[src/rtl/count_capture_fifo.sv]
// rtl/count_capture_fifo.sv - counter tracker with wrap extension and capture FIFO
//
// Follows a free-running up-counter, extends its value with a wrap count,
// flags sequence breaks, and queues captured extended values in a small FIFO
// drained over a valid/ready interface.
//
// Optional feature macro: CCF_AUTO_CAP_EN
//   defined   - every counter wrap cycle also pushes the extended value
//   undefined - entries are pushed only by cap
//
// Ports:
//   clk      in   clock
//   rstn     in   synchronous active-low reset
//   cnt_in   in   [CW-1:0] upstream counter value
//   cap      in   capture strobe, one entry per asserted cycle
//   clr_err  in   clears sticky seq_err and ovf (a same-cycle set wins)
//   o_valid  out  FIFO head valid
//   o_ready  in   consumer ready
//   o_data   out  [EW+CW-1:0] FIFO head, {wrap, cnt}
//   level    out  [$clog2(DEPTH):0] FIFO occupancy
//   seq_err  out  sticky counter sequence break
//   ovf      out  sticky capture dropped on full FIFO

module count_capture_fifo #(
  parameter int CW    = 4,
  parameter int EW    = 4,
  parameter int DEPTH = 4
) (
  input  logic                     clk,
  input  logic                     rstn,
  input  logic [CW-1:0]            cnt_in,
  input  logic                     cap,
  input  logic                     clr_err,
  output logic                     o_valid,
  input  logic                     o_ready,
  output logic [EW+CW-1:0]         o_data,
  output logic [$clog2(DEPTH):0]   level,
  output logic                     seq_err,
  output logic                     ovf
);

  localparam int AW = $clog2(DEPTH);
  localparam int DW = EW + CW;

  logic [CW-1:0] r_prev_cnt;
  logic          r_prev_vld;
  logic [EW-1:0] r_wrap_cnt;
  logic          r_seq_err;
  logic          r_ovf;
  logic [DW-1:0] r_mem [DEPTH];
  logic [AW-1:0] r_wr_ptr;
  logic [AW-1:0] r_rd_ptr;
  logic [AW:0]   r_level;

  logic [CW-1:0] w_prev_inc;
  logic          w_prev_max;
  logic          w_is_hold;
  logic          w_is_step;
  logic          w_is_wrap;
  logic          w_is_break;
  logic [EW-1:0] w_wrap_next;
  logic [DW-1:0] w_ext;
  logic          w_push_req;
  logic          w_full;
  logic          w_pop;
  logic          w_push;
  logic          w_drop;

  // Transition classification; nothing is checked on the first cycle after
  // reset because prev_cnt has not been loaded yet.
  assign w_prev_inc = r_prev_cnt + CW'(1);
  assign w_prev_max = &r_prev_cnt;
  assign w_is_hold  = (cnt_in == r_prev_cnt);
  assign w_is_step  = !w_prev_max && (cnt_in == w_prev_inc);
  assign w_is_wrap  = r_prev_vld && w_prev_max && (cnt_in == '0);
  assign w_is_break = r_prev_vld && !(w_is_hold || w_is_step || w_is_wrap);

  assign w_wrap_next = w_is_break ? '0 :
                       w_is_wrap  ? r_wrap_cnt + EW'(1) :
                                    r_wrap_cnt;

  // Captured value carries the wrap count as updated in this same cycle.
  assign w_ext = {w_wrap_next, cnt_in};

`ifdef CCF_AUTO_CAP_EN
  assign w_push_req = cap | w_is_wrap;
`else
  assign w_push_req = cap;
`endif

  assign o_valid = (r_level != '0);
  assign w_full  = (r_level == (AW+1)'(DEPTH));
  assign w_pop   = o_valid & o_ready;
  // A full FIFO still accepts a push when the head leaves in the same cycle;
  // the freed slot is the one the write pointer already addresses.
  assign w_push  = w_push_req & (~w_full | w_pop);
  assign w_drop  = w_push_req & w_full & ~w_pop;

  always_ff @(posedge clk) begin
    if (!rstn) begin
      r_prev_cnt <= '0;
      r_prev_vld <= 1'b0;
      r_wrap_cnt <= '0;
      r_seq_err  <= 1'b0;
      r_ovf      <= 1'b0;
      r_wr_ptr   <= '0;
      r_rd_ptr   <= '0;
      r_level    <= '0;
      // Storage is cleared so the head reads zero straight out of reset.
      for (int i = 0; i < DEPTH; i++) begin
        r_mem[i] <= '0;
      end
    end else begin
      r_prev_cnt <= cnt_in;
      r_prev_vld <= 1'b1;
      r_wrap_cnt <= w_wrap_next;
      r_seq_err  <= w_is_break | (r_seq_err & ~clr_err);
      r_ovf      <= w_drop | (r_ovf & ~clr_err);

      if (w_push) begin
        r_mem[r_wr_ptr] <= w_ext;
        r_wr_ptr        <= r_wr_ptr + AW'(1);
      end
      if (w_pop) begin
        r_rd_ptr <= r_rd_ptr + AW'(1);
      end

      case ({w_push, w_pop})
        2'b10:   r_level <= r_level + (AW+1)'(1);
        2'b01:   r_level <= r_level - (AW+1)'(1);
        default: r_level <= r_level;
      endcase
    end
  end

  assign o_data  = r_mem[r_rd_ptr];
  assign level   = r_level;
  assign seq_err = r_seq_err;
  assign ovf     = r_ovf;

endmodule
[config.mk]
export PLATFORM = sky130hd
export DESIGN_NAME = count_capture_fifo
export DESIGN_NICKNAME = d
export VERILOG_FILES = /design/src/rtl/count_capture_fifo.sv
export SDC_FILE = /design/constraint.sdc
export NUM_CORES = 1
export LEC_CHECK = 0
export CORE_MARGIN = 4
export CORE_UTILIZATION = 35
export DETAILED_ROUTE_END_ITERATION = 7
export PLACE_DENSITY = 0.61
export SETUP_SLACK_MARGIN = 0.02
export SYNTH_ARGS = -nofsm -noshare
export SYNTH_HDL_FRONTEND = slang
export SYNTH_SLANG_ARGS = --single-unit
[constraint.sdc]
create_clock -name clk -period 3.1 [get_ports clk]
set_input_delay 0.62 -clock clk [delete_from_list [all_inputs] [get_ports clk]]
set_output_delay 0.62 -clock clk [all_outputs]
set_load 0.1 [all_outputs]
==> metrics.txt, run 1 <==
# TYPE chip_impl_metric gauge
chip_impl_info{name="synth_area_leader_cell",value="edfxtp_1"} 1
chip_impl_metric{name="numCtsBuffers",unit=""} 5
chip_impl_metric{name="globalplace.congestion",unit=""} 0.7266
chip_impl_metric{name="floorplan.core_area",unit="mm²"} 0.006756
chip_impl_metric{name="power_leakage",unit="nW"} 0.9959
chip_impl_metric{name="clock_latency",unit="ns"} 0.30
chip_impl_metric{name="post_synthesis_cell_area",unit="mm²"} 0.002417
chip_impl_metric{name="met1Wirelength",unit="µm"} 2141
chip_impl_metric{name="io-pin-count",unit=""} 23
chip_impl_metric{name="fp.dieArea",unit="mm²"} 0.008300
chip_impl_metric{name="parity_gate_share_of_the_synthesized_area_counting_xor_and_xnor_cells",unit=""} 0.05797
chip_impl_metric{name="initial_core_util",unit=""} 0.3578
chip_impl_metric{name="cts_setup_buffers",unit=""} 0
chip_impl_metric{name="max-vdd-ir-drop",unit="mV"} 0.5979
chip_impl_metric{name="timing_worst_slew_pin_value",unit="ns"} 0.5793
chip_impl_metric{name="synthesis.instances",unit=""} 185
chip_impl_metric{name="hold_viol",unit=""} 0
chip_impl_metric{name="std_cell_rows",unit=""} 30
chip_impl_info{name="startpoint_type",value="input pin"} 1
chip_impl_metric{name="post_route_cells_drive_above_1_share",unit=""} 0.2057
chip_impl_metric{name="synth_seq_area_share",unit=""} 0.5631
chip_impl_metric{name="synth.yosys.warnings",unit=""} 0
chip_impl_metric{name="routed_wire_length_per_instance",unit="µm"} 16.25
chip_impl_info{name="largest_family_of_logic_cells_by_synthesized_area",value="simple AND/OR/NAND/NOR gates"} 1
chip_impl_metric{name="min_path_cells",unit=""} 2
chip_impl_info{name="worst-setup-path-type",value="input pin to flip-flop"} 1
chip_impl_metric{name="grt_pass1_wl",unit="µm"} 7741
chip_impl_metric{name="grt_antenna_before_repair",unit=""} 0
chip_impl_metric{name="drt_iter0_markers",unit=""} 68
chip_impl_metric{name="via_count",unit=""} 1474
chip_impl_metric{name="muxShareOfSynthArea",unit=""} 0.07867
chip_impl_metric{name="wl_met3",unit="µm"} 199
chip_impl_metric{name="worst_slack_on_hold_paths",unit="ns"} 0.5511
chip_impl_metric{name="final.period_utilization",unit=""} 0.8611
chip_impl_info{name="highest-signal-layer",value="met4"} 1
chip_impl_metric{name="detail_route.drc_violations",unit=""} 0
chip_impl_info{name="hp-class",value="flip-flop to flip-flop"} 1
chip_impl_metric{name="antenna_cells",unit=""} 0
chip_impl_metric{name="post_synth_fa_ha_maj_area_fraction",unit=""} 0.02381
chip_impl_metric{name="post_synth_and_or_nand_nor_area_fraction",unit=""} 0.1537
chip_impl_metric{name="groute.usage.overall",unit=""} 0.1188
chip_impl_metric{name="synth_compound_area_frac",unit=""} 0.08023
chip_impl_metric{name="synth_cell_type_count",unit=""} 36
chip_impl_metric{name="fin_setup_tns",unit="ns"} 0
chip_impl_metric{name="floorplan.die.height",unit="µm"} 91.11
chip_impl_metric{name="syn_to_final_growth",unit="%"} 13.30
chip_impl_metric{name="max_cap_violations",unit=""} 0
chip_impl_metric{name="synth_seq_cells",unit=""} 52
chip_impl_metric{name="cts_max_path_buffers",unit=""} 2
chip_impl_metric{name="final-max-slew-violation-count",unit=""} 0
chip_impl_metric{name="fmax",unit="MHz"} 374.6
chip_impl_metric{name="finalWorstPathRequiredPeriod",unit="ns"} 2.669
chip_impl_metric{name="worstPathMaxFanout",unit=""} 5
chip_impl_metric{name="io_buffers",unit=""} 22
chip_impl_metric{name="drt-total-wl",unit="µm"} 4696
chip_impl_info{name="tritoncts",value="yes"} 1
chip_impl_metric{name="hold_buffers",unit=""} 0
chip_impl_metric{name="clk_pin_slew_worst_paths",unit="ns"} 0.08
chip_impl_metric{name="vias_per_cell",unit=""} 5.100
chip_impl_info{name="worst_setup_path_end_kind",value="flip-flop"} 1
chip_impl_metric{name="required",unit="ns"} 3.34
chip_impl_metric{name="finalNetCount",unit=""} 221
chip_impl_metric{name="first_global_vias",unit=""} 1516
chip_impl_metric{name="dpl.hpwl",unit="µm"} 3454
chip_impl_metric{name="syn-num-nets",unit=""} 198
chip_impl_info{name="yosys-top-cells-area",value="edfxtp_1, dfxtp_1, mux4_2, a211oi_1, and2_1"} 1
chip_impl_metric{name="relSlewSlack",unit=""} 0.6133
chip_impl_metric{name="arrival",unit="ns"} 2.90
chip_impl_metric{name="worst_clock_skew",unit="ns"} 0.005316
chip_impl_info{name="status",value="finished, final reports clean"} 1
chip_impl_metric{name="drt-pass1-iter-count",unit=""} 4
chip_impl_metric{name="powerDensity",unit="mW/mm²"} 755.5
chip_impl_metric{name="reg2regPathDepth",unit=""} 8
chip_impl_metric{name="avgSynthCellArea",unit="µm²"} 13.07
chip_impl_metric{name="grt_max_degree",unit=""} 22
chip_impl_metric{name="met2WireLength",unit="µm"} 2297
chip_impl_metric{name="number_of_nets_with_antenna_violations_after_detailed_routing",unit=""} 0
chip_impl_metric{name="globalRouteOverflowTotal",unit=""} 0
chip_impl_metric{name="cts_htree_levels",unit=""} 2
chip_impl_info{name="grt_setup_unrepaired",value="no"} 1
chip_impl_metric{name="synth.top_cell.area_share",unit=""} 0.3975
chip_impl_info{name="clockRootBuffer",value="clkbuf_8"} 1
chip_impl_metric{name="setup_viol",unit=""} 0
chip_impl_metric{name="count_of_clock_tree_sinks",unit=""} 52
chip_impl_metric{name="post_cts_resize_count",unit=""} 0
chip_impl_metric{name="die_wd",unit="µm"} 91.11
==> sequential cells by signal, indices dropped and copies added (netlist names), named ones only <==
signal / count
r_prev_vld: 1
ovf: 1
level: 3
seq_err: 1
r_prev_cnt: 4
r_rd_ptr: 2
r_mem: 32
r_wrap_cnt: 4
r_wr_ptr: 2
==> through the flow <==
stage	util	power (W)	instances	cell area, µm²	setup slack, ns
2_1_floorplan	-	0.001567	185	2417	0.1730
3_3_place_gp	0.3931	0.001722	281	2656	0.1765
3_5_place_dp	0.3931	0.001735	281	2656	0.1049
4_1_cts	0.4054	0.002095	289	2739	0.4320
5_1_grt	0.4054	0.002176	289	2739	0.3155
6_report	0.4054	0.002069	289	2739	0.4307
==> cells in the final DEF (no fill, tap or decap), types with 2 or more instances in the layout <==
cell type,instances
clkbuf_8,5
xnor2_1,7
nand3_1,3
xor2_1,9
nand4_1,3
a21oi_1,2
dfxtp_1,20
buf_4,18
edfxtp_1,32
nand3_2,2
a211oi_1,20
and2_1,17
nor2_1,10
mux4_2,8
clkdlybuf4s50_1,8
inv_1,7
or3_1,3
and3_1,6
nand2_1,6
o21ai_0,2
nor3_1,2
ha_1,3
==> routing by layer <==
metal | track usage | vias up
li1 | - | 731
met1 | 0.1567 | 709
met2 | 0.1919 | 27
met3 | 0.03231 | 7
met4 | 0.03392 | 0
met5 | 0 | -
==> worst paths after layout <==
path	start	endpoint	slack, ns
worst max-delay path	o_ready	level[2]	0.43
worst min register to register	level[2]	level[2]	0.55
worst min-delay path	level[2]	level[2]	0.55
worst max register to register	level[0]	level[2]	0.72
==> synthesized netlist by cell type <==
library cell,n
buf_6,5
xor2_1,9
o22ai_1,1
nand2_2,1
nor2_1,10
fa_1,1
o21ai_0,2
and2_1,17
dfxtp_1,20
and4_4,1
and3_4,1
inv_1,7
o31a_1,1
ha_1,3
nand3_1,3
a211oi_1,20
mux2i_1,1
nor3_4,1
clkbuf_1,3
buf_1,1
and3_1,6
nand4_1,3
nand2_1,6
a21oi_1,2
a31o_2,1
buf_2,1
edfxtp_1,32
mux4_2,8
or4b_4,1
nor3_2,1
nand2b_2,1
and2b_1,1
nor3_1,2
or3_1,3
nand3_2,2
xnor2_1,7
==> where the power goes <==
part           internal [W]  switching (W)  leakage [nW]  total (W)
clock              0.000153       0.000208        0.0415   0.000360
sequential         0.000802      0.0000770         0.497   0.000879
combinational      0.000226       0.000604         0.457   0.000830
total               0.00118       0.000889         0.996    0.00207
==> cell families (layout without fill, tap and decap cells) <==
logic type / Yosys count / count (layout)
multiplexers: 9 / 9
flip-flops: 52 / 52
AO/OA/AOI/OAI: 27 / 27
adder cells (fa/ha/maj): 4 / 4
XOR/XNOR: 16 / 16
buffers and inverters: 17 / 41
AND/OR/NAND/NOR: 60 / 60
==> cell type report <==
type | count | area (µm²)
tap | 80 | 100.1
timing repair buffer | 26 | 215.2
clock buffer | 5 | 68.82
fill | 665 | 4018
multi-input combinational | 116 | 953.4
clock inverter | 3 | 13.76
inverter | 7 | 26.28
sequential | 52 | 1361
==> critical path, stage by stage <==
cell and delay, ns:
clkdlybuf4s50_1 0.42, or4b_4 0.53, nand2_1 0.12, ha_1 0.19, inv_1 0.06, fa_1 0.37, xor2_1 0.16, or3_1 0.31
a21oi_1 0.13
(Power assumes the default switching activity.)
==> run 2, diff against run 1 <==
- RECOVER_POWER: unset -> 100
==> run 2 against run 1 <==
Effect of this change: cell area decreased by 2.5%; clock power about the same; sequential power about the same; via count increased by 0.75%; clock skew about the same; first-iteration DRC count decreased by 4.4%; largest cell class unchanged; critical path depth unchanged; combinational power decreased by 6.1%.
==> metrics.txt, run 2 (same netlist as run 1, synthesis figures left out) <==
# TYPE chip_impl_metric gauge
chip_impl_info{name="status",value="finished, final reports clean"} 1
chip_impl_metric{name="number_of_nets_with_antenna_violations_after_detailed_routing",unit=""} 0
chip_impl_metric{name="io_buffers",unit=""} 22
chip_impl_metric{name="drt-total-wl",unit="µm"} 4687
chip_impl_metric{name="cts_htree_levels",unit=""} 2
chip_impl_metric{name="cts_max_path_buffers",unit=""} 2
chip_impl_metric{name="floorplan.die.height",unit="µm"} 91.11
chip_impl_info{name="grt_setup_unrepaired",value="no"} 1
chip_impl_metric{name="via_count",unit=""} 1485
chip_impl_metric{name="finalWorstSetupSlack",unit="ns"} 0.3816
chip_impl_info{name="worst_setup_path_end_kind",value="flip-flop"} 1
chip_impl_metric{name="worstPathMaxFanout",unit=""} 5
chip_impl_metric{name="max_cap_violations",unit=""} 0
chip_impl_metric{name="fin_setup_tns",unit="ns"} 0
chip_impl_info{name="startpoint_type",value="input pin"} 1
chip_impl_metric{name="antenna_cells",unit=""} 0
chip_impl_metric{name="numCtsBuffers",unit=""} 5
chip_impl_metric{name="count_of_clock_tree_sinks",unit=""} 52
chip_impl_metric{name="powerDensity",unit="mW/mm²"} 754.9
chip_impl_metric{name="post_route_cells_drive_above_1_share",unit=""} 0.1435
chip_impl_metric{name="worst_clock_skew",unit="ns"} 0.005073
chip_impl_metric{name="io-pin-count",unit=""} 23
chip_impl_metric{name="routed_wire_length_per_instance",unit="µm"} 16.22
chip_impl_metric{name="arrival",unit="ns"} 2.95
chip_impl_metric{name="die_wd",unit="µm"} 91.11
chip_impl_info{name="slowest_stage_cell_on_the_critical_path",value="or4b_1"} 1
chip_impl_metric{name="syn_to_final_growth",unit="%"} 10.51
chip_impl_metric{name="final.period_utilization",unit=""} 0.8769
chip_impl_info{name="min-delay-start",value="level[2]"} 1
chip_impl_metric{name="worst_slack_on_hold_paths",unit="ns"} 0.5476
chip_impl_metric{name="power_leakage",unit="nW"} 0.9416
chip_impl_metric{name="groute.usage.overall",unit=""} 0.1188
chip_impl_metric{name="setup_viol",unit=""} 0
chip_impl_metric{name="max-vdd-ir-drop",unit="mV"} 0.5690
chip_impl_metric{name="cpPeakStageDelay",unit="ns"} 0.56
chip_impl_metric{name="first_global_vias",unit=""} 1516
chip_impl_info{name="tritoncts",value="yes"} 1
chip_impl_info{name="largest_registers",value="r_mem (32), r_prev_cnt (4), r_wrap_cnt (4)"} 1
chip_impl_metric{name="vias_per_cell",unit=""} 5.138
chip_impl_metric{name="floorplan.core_area",unit="mm²"} 0.006756
chip_impl_metric{name="post_place_worst_slack",unit="ns"} 0.1049
chip_impl_metric{name="std_cell_rows",unit=""} 30
chip_impl_metric{name="power",unit="W"} 0.002017
chip_impl_info{name="mostFrequentLayoutCell",value="edfxtp_1"} 1
chip_impl_metric{name="fmax",unit="MHz"} 367.9
chip_impl_info{name="top_register",value="r_mem"} 1
chip_impl_info{name="worst-setup-path-type",value="input pin to flip-flop"} 1
chip_impl_metric{name="hold_viol",unit=""} 0
chip_impl_metric{name="finalNetCount",unit=""} 221
chip_impl_metric{name="post_cts_resize_count",unit=""} 0
chip_impl_metric{name="clock_latency",unit="ns"} 0.30
chip_impl_info{name="critical-path-top-delay-family",value="simple AND/OR/NAND/NOR gates"} 1
chip_impl_metric{name="required",unit="ns"} 3.33
chip_impl_metric{name="hold_buffers",unit=""} 0
chip_impl_metric{name="drt-pass1-iter-count",unit=""} 4
chip_impl_metric{name="largest_register_ff_count",unit=""} 32
chip_impl_metric{name="dpl.hpwl",unit="µm"} 3454
chip_impl_info{name="hp-class",value="flip-flop to flip-flop"} 1
chip_impl_info{name="setup.worst_path.start",value="o_ready"} 1
chip_impl_metric{name="relSlewSlack",unit=""} 0.2142
chip_impl_metric{name="detail_route.drc_violations",unit=""} 0
chip_impl_metric{name="timing_worst_slew_pin_value",unit="ns"} 1.184
chip_impl_metric{name="finalWorstPathRequiredPeriod",unit="ns"} 2.718
chip_impl_info{name="clockRootBuffer",value="clkbuf_8"} 1
chip_impl_metric{name="drt_iter0_markers",unit=""} 65
chip_impl_metric{name="grt_max_degree",unit=""} 22
chip_impl_metric{name="globalRouteOverflowTotal",unit=""} 0
chip_impl_metric{name="cts_setup_buffers",unit=""} 0
chip_impl_metric{name="worst-path-buf-inv",unit=""} 2
chip_impl_metric{name="clk_pin_slew_worst_paths",unit="ns"} 0.08
chip_impl_metric{name="grt_pass1_wl",unit="µm"} 7741
chip_impl_info{name="crit-reg2reg-launch",value="level[0]"} 1
chip_impl_metric{name="initial_core_util",unit=""} 0.3578
chip_impl_info{name="critical_path.cell_chain",value="clkdlybuf4s50_1 > or4b_1 > nand2_1 > ha_1 > inv_1 > fa_1 > xor2_1 > or3_1 > a21oi_1"} 1
chip_impl_metric{name="grt_antenna_before_repair",unit=""} 0
chip_impl_metric{name="final-max-slew-violation-count",unit=""} 0
chip_impl_metric{name="fp.dieArea",unit="mm²"} 0.008300
chip_impl_info{name="layout_common_cells",value="edfxtp_1, a211oi_1, dfxtp_1, nor2_1"} 1
chip_impl_metric{name="post-route-util",unit=""} 0.3954
chip_impl_metric{name="globalplace.congestion",unit=""} 0.7266
[run 2: cell count changes in the layout (fill, tap and decap cells not counted), moves of 2 or more]
cell             change
and2_0               +9
dlygate4sd3_1        +2
and2_1               -9
buf_4               -17
clkbuf_2             +8
clkdlybuf4s50_1      -2
clkbuf_1             +9
[run 2: worst paths after layout]
check                           endpoint  slack [ns]  cells past startpoint
worst max-delay path            level[2]        0.38                      9
worst min-delay path            level[2]        0.55                      2
worst max register to register  level[2]        0.68                      8
worst min register to register  level[2]        0.55                      2
[run 2: layout make-up]
cell class / instances / area (µm²)
inverters: 7 / 26.28
well taps: 80 / 100.1
flip-flops and latches: 52 / 1361
fillers: 677 / 4085
repair buffers: 26 / 161.4
multi-input cells: 116 / 939.7
clock buffers: 5 / 68.82
clock inverters: 3 / 13.76
[run 2: worst reg2reg max path: cells and delay by family (launching register included)]
kind	cells	cell delay [ns]
and+or+nand+nor	3	1.07
adders and majority gates	2	0.56
DFF	1	0.37
xor gates and xnor gates	1	0.16
AOI/OAI and AO/OA	1	0.13
buffers and inverters	1	0.06
[run 2: stage by stage]
stage                     std cells  cell area [µm²]
after detailed placement        281             2656
final                           289             2671
after CTS                       289             2739
after global placement          281             2656
after floorplan                 185             2417
after global routing            289             2671
[run 2: routing by layer]
metal  share of wire  global-route usage
met5               0                   0
met4           0.012             0.03392
met1            0.46              0.1567
met3           0.040             0.03231
met2            0.49              0.1919
[run 2: power breakdown]
part | switching (W) | total [W] | internal, W
Combinational | 0.000603 | 0.000779 | 0.000176
Sequential | 0.0000749 | 0.000877 | 0.000802
Clock | 0.000209 | 0.000362 | 0.000153
==> run 3, diff against run 2 <==
- CTS_CLUSTER_SIZE: unset -> 28
- SETUP_SLACK_MARGIN: 0.02 -> 0.5
==> run 3 against run 2 <==
Effect of this change: worst setup slack better by 0.0017 ns; cell area grew 2.3%; non-clock buffer count up 1; hold slack lost 0.0048 ns; flip-flop and latch count stayed put; critical path type unchanged; via count rose by 1.4%; fmax barely moved; utilization rose by 0.91 points; cell count is 0.35% higher; sequential share of layout area down 1.0 points; critical endpoint is now r_mem[1][1].
==> metrics.txt, run 3 (same netlist as run 1, synthesis figures left out) <==
# TYPE chip_impl_metric gauge
chip_impl_metric{name="grt_max_degree",unit=""} 22
chip_impl_metric{name="timing_worst_slew_pin_value",unit="ns"} 1.174
chip_impl_metric{name="drt_iter0_markers",unit=""} 102
chip_impl_metric{name="fmax",unit="MHz"} 368.1
chip_impl_metric{name="cpPeakStageDelay",unit="ns"} 0.57
chip_impl_info{name="status",value="finished, final reports clean"} 1
chip_impl_metric{name="fillerInstances",unit=""} 667
chip_impl_metric{name="switching_share",unit=""} 0.4220
chip_impl_metric{name="power",unit="W"} 0.002131
chip_impl_metric{name="max_cap_violations",unit=""} 0
chip_impl_metric{name="pwr-share-seq",unit=""} 0.413
chip_impl_metric{name="io-pin-count",unit=""} 23
chip_impl_info{name="startpoint_type",value="input pin"} 1
chip_impl_info{name="critical_path.reg2reg.endpoint",value="level[2]"} 1
chip_impl_metric{name="final.period_utilization",unit=""} 0.8764
chip_impl_metric{name="final-max-slew-violation-count",unit=""} 0
chip_impl_metric{name="floorplan.die.height",unit="µm"} 91.11
chip_impl_metric{name="globalplace.congestion",unit=""} 0.7439
chip_impl_metric{name="max-vdd-ir-drop",unit="mV"} 0.5762
chip_impl_metric{name="finalWorstPathRequiredPeriod",unit="ns"} 2.717
chip_impl_metric{name="clock_latency",unit="ns"} 0.30
chip_impl_info{name="tritoncts",value="yes"} 1
chip_impl_metric{name="groute.usage.overall",unit=""} 0.1211
chip_impl_metric{name="fin_setup_tns",unit="ns"} 0
chip_impl_info{name="critical_path.cell_chain",value="dlygate4sd3_1 > clkbuf_1 > and4_1 > nand2_1 > nand2_1"} 1
chip_impl_metric{name="worstPathMaxFanout",unit=""} 14
chip_impl_metric{name="reg2reg_setup_slack",unit="ns"} 0.61
chip_impl_info{name="worst_setup_path_end_kind",value="flip-flop"} 1
chip_impl_metric{name="cts_max_path_buffers",unit=""} 2
chip_impl_metric{name="count_of_clock_tree_sinks",unit=""} 52
chip_impl_info{name="worst-setup-path-type",value="input pin to flip-flop"} 1
chip_impl_metric{name="initial_core_util",unit=""} 0.3578
chip_impl_metric{name="finalNetCount",unit=""} 222
chip_impl_metric{name="reg2regPathDepth",unit=""} 8
chip_impl_metric{name="post_route_cells_drive_above_1_share",unit=""} 0.1857
chip_impl_metric{name="post_dp_cell_area",unit="mm²"} 0.002660
chip_impl_info{name="clockRootBuffer",value="clkbuf_8"} 1
chip_impl_metric{name="layout.area.seq",unit="mm²"} 0.001365
chip_impl_metric{name="via_count",unit=""} 1506
chip_impl_metric{name="powerDensity",unit="mW/mm²"} 779.9
chip_impl_metric{name="worst-path-buf-inv",unit=""} 2
chip_impl_metric{name="routed_wire_length_per_instance",unit="µm"} 16.26
chip_impl_metric{name="cts_htree_levels",unit=""} 2
chip_impl_metric{name="worst_clock_skew",unit="ns"} 0.01101
chip_impl_info{name="layout_common_cells",value="edfxtp_1, a211oi_1, dfxtp_1, and2_0"} 1
chip_impl_metric{name="comb_power_share",unit=""} 0.373
chip_impl_metric{name="multiInputGateArea",unit="µm²"} 962.2
chip_impl_metric{name="detail_route.drc_violations",unit=""} 0
chip_impl_metric{name="setup_viol",unit=""} 0
chip_impl_metric{name="globalRouteOverflowTotal",unit=""} 0
chip_impl_metric{name="hold_buffers",unit=""} 0
chip_impl_metric{name="drt-total-wl",unit="µm"} 4716
chip_impl_metric{name="antenna_cells",unit=""} 0
chip_impl_metric{name="std_cell_rows",unit=""} 30
chip_impl_info{name="largest_registers",value="r_mem (32), r_prev_cnt (4), r_wrap_cnt (4)"} 1
chip_impl_metric{name="grt_pass1_wl",unit="µm"} 7893
chip_impl_metric{name="hold_viol",unit=""} 0
chip_impl_metric{name="worst_slack_on_hold_paths",unit="ns"} 0.5428
chip_impl_metric{name="finish.instance_area",unit="mm²"} 0.002733
chip_impl_info{name="hp-class",value="flip-flop to flip-flop"} 1
chip_impl_metric{name="number_of_nets_with_antenna_violations_after_detailed_routing",unit=""} 0
chip_impl_info{name="cpMostUsedCell",value="nand2_1"} 1
chip_impl_metric{name="fp.dieArea",unit="mm²"} 0.008300
chip_impl_info{name="critical-path-top-delay-family",value="simple AND/OR/NAND/NOR gates"} 1
chip_impl_metric{name="internal_power",unit="W"} 0.001232
chip_impl_metric{name="dpl.hpwl",unit="µm"} 3265
chip_impl_metric{name="numCtsBuffers",unit=""} 5
chip_impl_metric{name="vias_per_cell",unit=""} 5.193
chip_impl_info{name="mostFrequentLayoutCell",value="edfxtp_1"} 1
chip_impl_metric{name="relSlewSlack",unit=""} 0.2206
chip_impl_info{name="grt_setup_unrepaired",value="no"} 1
chip_impl_info{name="top_register",value="r_mem"} 1
chip_impl_metric{name="min_path_cells",unit=""} 2
chip_impl_info{name="slowest_stage_cell_on_the_critical_path",value="dlygate4sd3_1"} 1
chip_impl_metric{name="syn_to_final_growth",unit="%"} 13.04
chip_impl_info{name="min-delay-start",value="r_rd_ptr[1]"} 1
chip_impl_metric{name="clk_pin_slew_worst_paths",unit="ns"} 0.09
chip_impl_metric{name="floorplan.core_area",unit="mm²"} 0.006756
chip_impl_metric{name="die_wd",unit="µm"} 91.11
chip_impl_metric{name="first_global_vias",unit=""} 1509
chip_impl_info{name="crit-reg2reg-launch",value="level[0]"} 1
chip_impl_metric{name="required",unit="ns"} 3.06
chip_impl_metric{name="netSwitchingPower",unit="W"} 0.0008992
chip_impl_metric{name="io_buffers",unit=""} 22
chip_impl_metric{name="drt-pass1-iter-count",unit=""} 4
chip_impl_metric{name="grt_antenna_before_repair",unit=""} 0
chip_impl_metric{name="arrival",unit="ns"} 2.67
chip_impl_metric{name="clkPwrFrac",unit=""} 0.213
chip_impl_metric{name="largest_register_ff_count",unit=""} 32
chip_impl_metric{name="power_leakage",unit="nW"} 0.9698
==> run 3: cell count changes in the layout (fill, tap and decap cells not counted), moves of 2 or more <==
cell / delta
clkdlybuf4s50_1: -2
and2_1: -2
and2_0: +2
dfxtp_1: -3
dfxtp_2: +3
==> run 3: through the flow <==
stage	setup WS, ns	std cells	util
2_1_floorplan	0.5068	185	-
3_3_place_gp	0.1833	281	0.3937
3_5_place_dp	0.1081	281	0.3937
4_1_cts	0.5317	289	0.4126
5_1_grt	0.2625	290	0.4044
6_report	0.3833	290	0.4044
==> run 3: timing repair <==
action / in CTS / in global routing
endpoints found under the setup margin: 1 / 1
gates resized for setup: 4 / 5
pin swaps: 2 / 5
buffers inserted: 0 / 1
==> run 3: layout make-up <==
class / count / area share
well taps: 80 / 0.03663
inverters: 7 / 0.009615
flip-flops and latches: 52 / 0.4995
multi-input cells: 116 / 0.3521
clock buffers: 6 / 0.02656
repair buffers: 27 / 0.06273
clock inverters: 2 / 0.01282
==> run 3: worst register-to-register path: stages (launching register included) <==
cell     delay [ns]
dfxtp_2        0.36
or4b_4         0.54
nand2_1        0.15
ha_1           0.25
inv_1          0.08
fa_2           0.37
xor2_2         0.16
or3_4          0.37
a21oi_2        0.14
==> run 3: routing by layer <==
layer	routed length, µm	track usage
met1	2267	0.1703
met2	2249	0.1888
met3	156	0.03065
met4	44	0.02638
met5	0	0
==> run 3: power groups by stage <==
stage	clock network, W	logic, W	registers, W
after CTS	0.000463	0.000849	0.000885
after detailed placement	0	0.000833	0.000901
after global placement	0	0.000830	0.000898
final	0.000455	0.000796	0.000880
after floorplan	0	0.000599	0.000972
after global routing	0.000491	0.000839	0.000897
==> run 3: worst max path at each step <==
stage              from           to  slack, ns  depth (start not counted)
2_1_floorplan  level[2]     level[2]       0.51                          8
3_3_place_gp    o_ready     level[2]       0.18                          9
3_5_place_dp    o_ready     level[2]       0.11                          9
4_1_cts         o_ready     level[2]       0.53                          9
5_1_grt            rstn  r_mem[1][0]       0.26                          5
6_report           rstn  r_mem[1][1]       0.38                          5
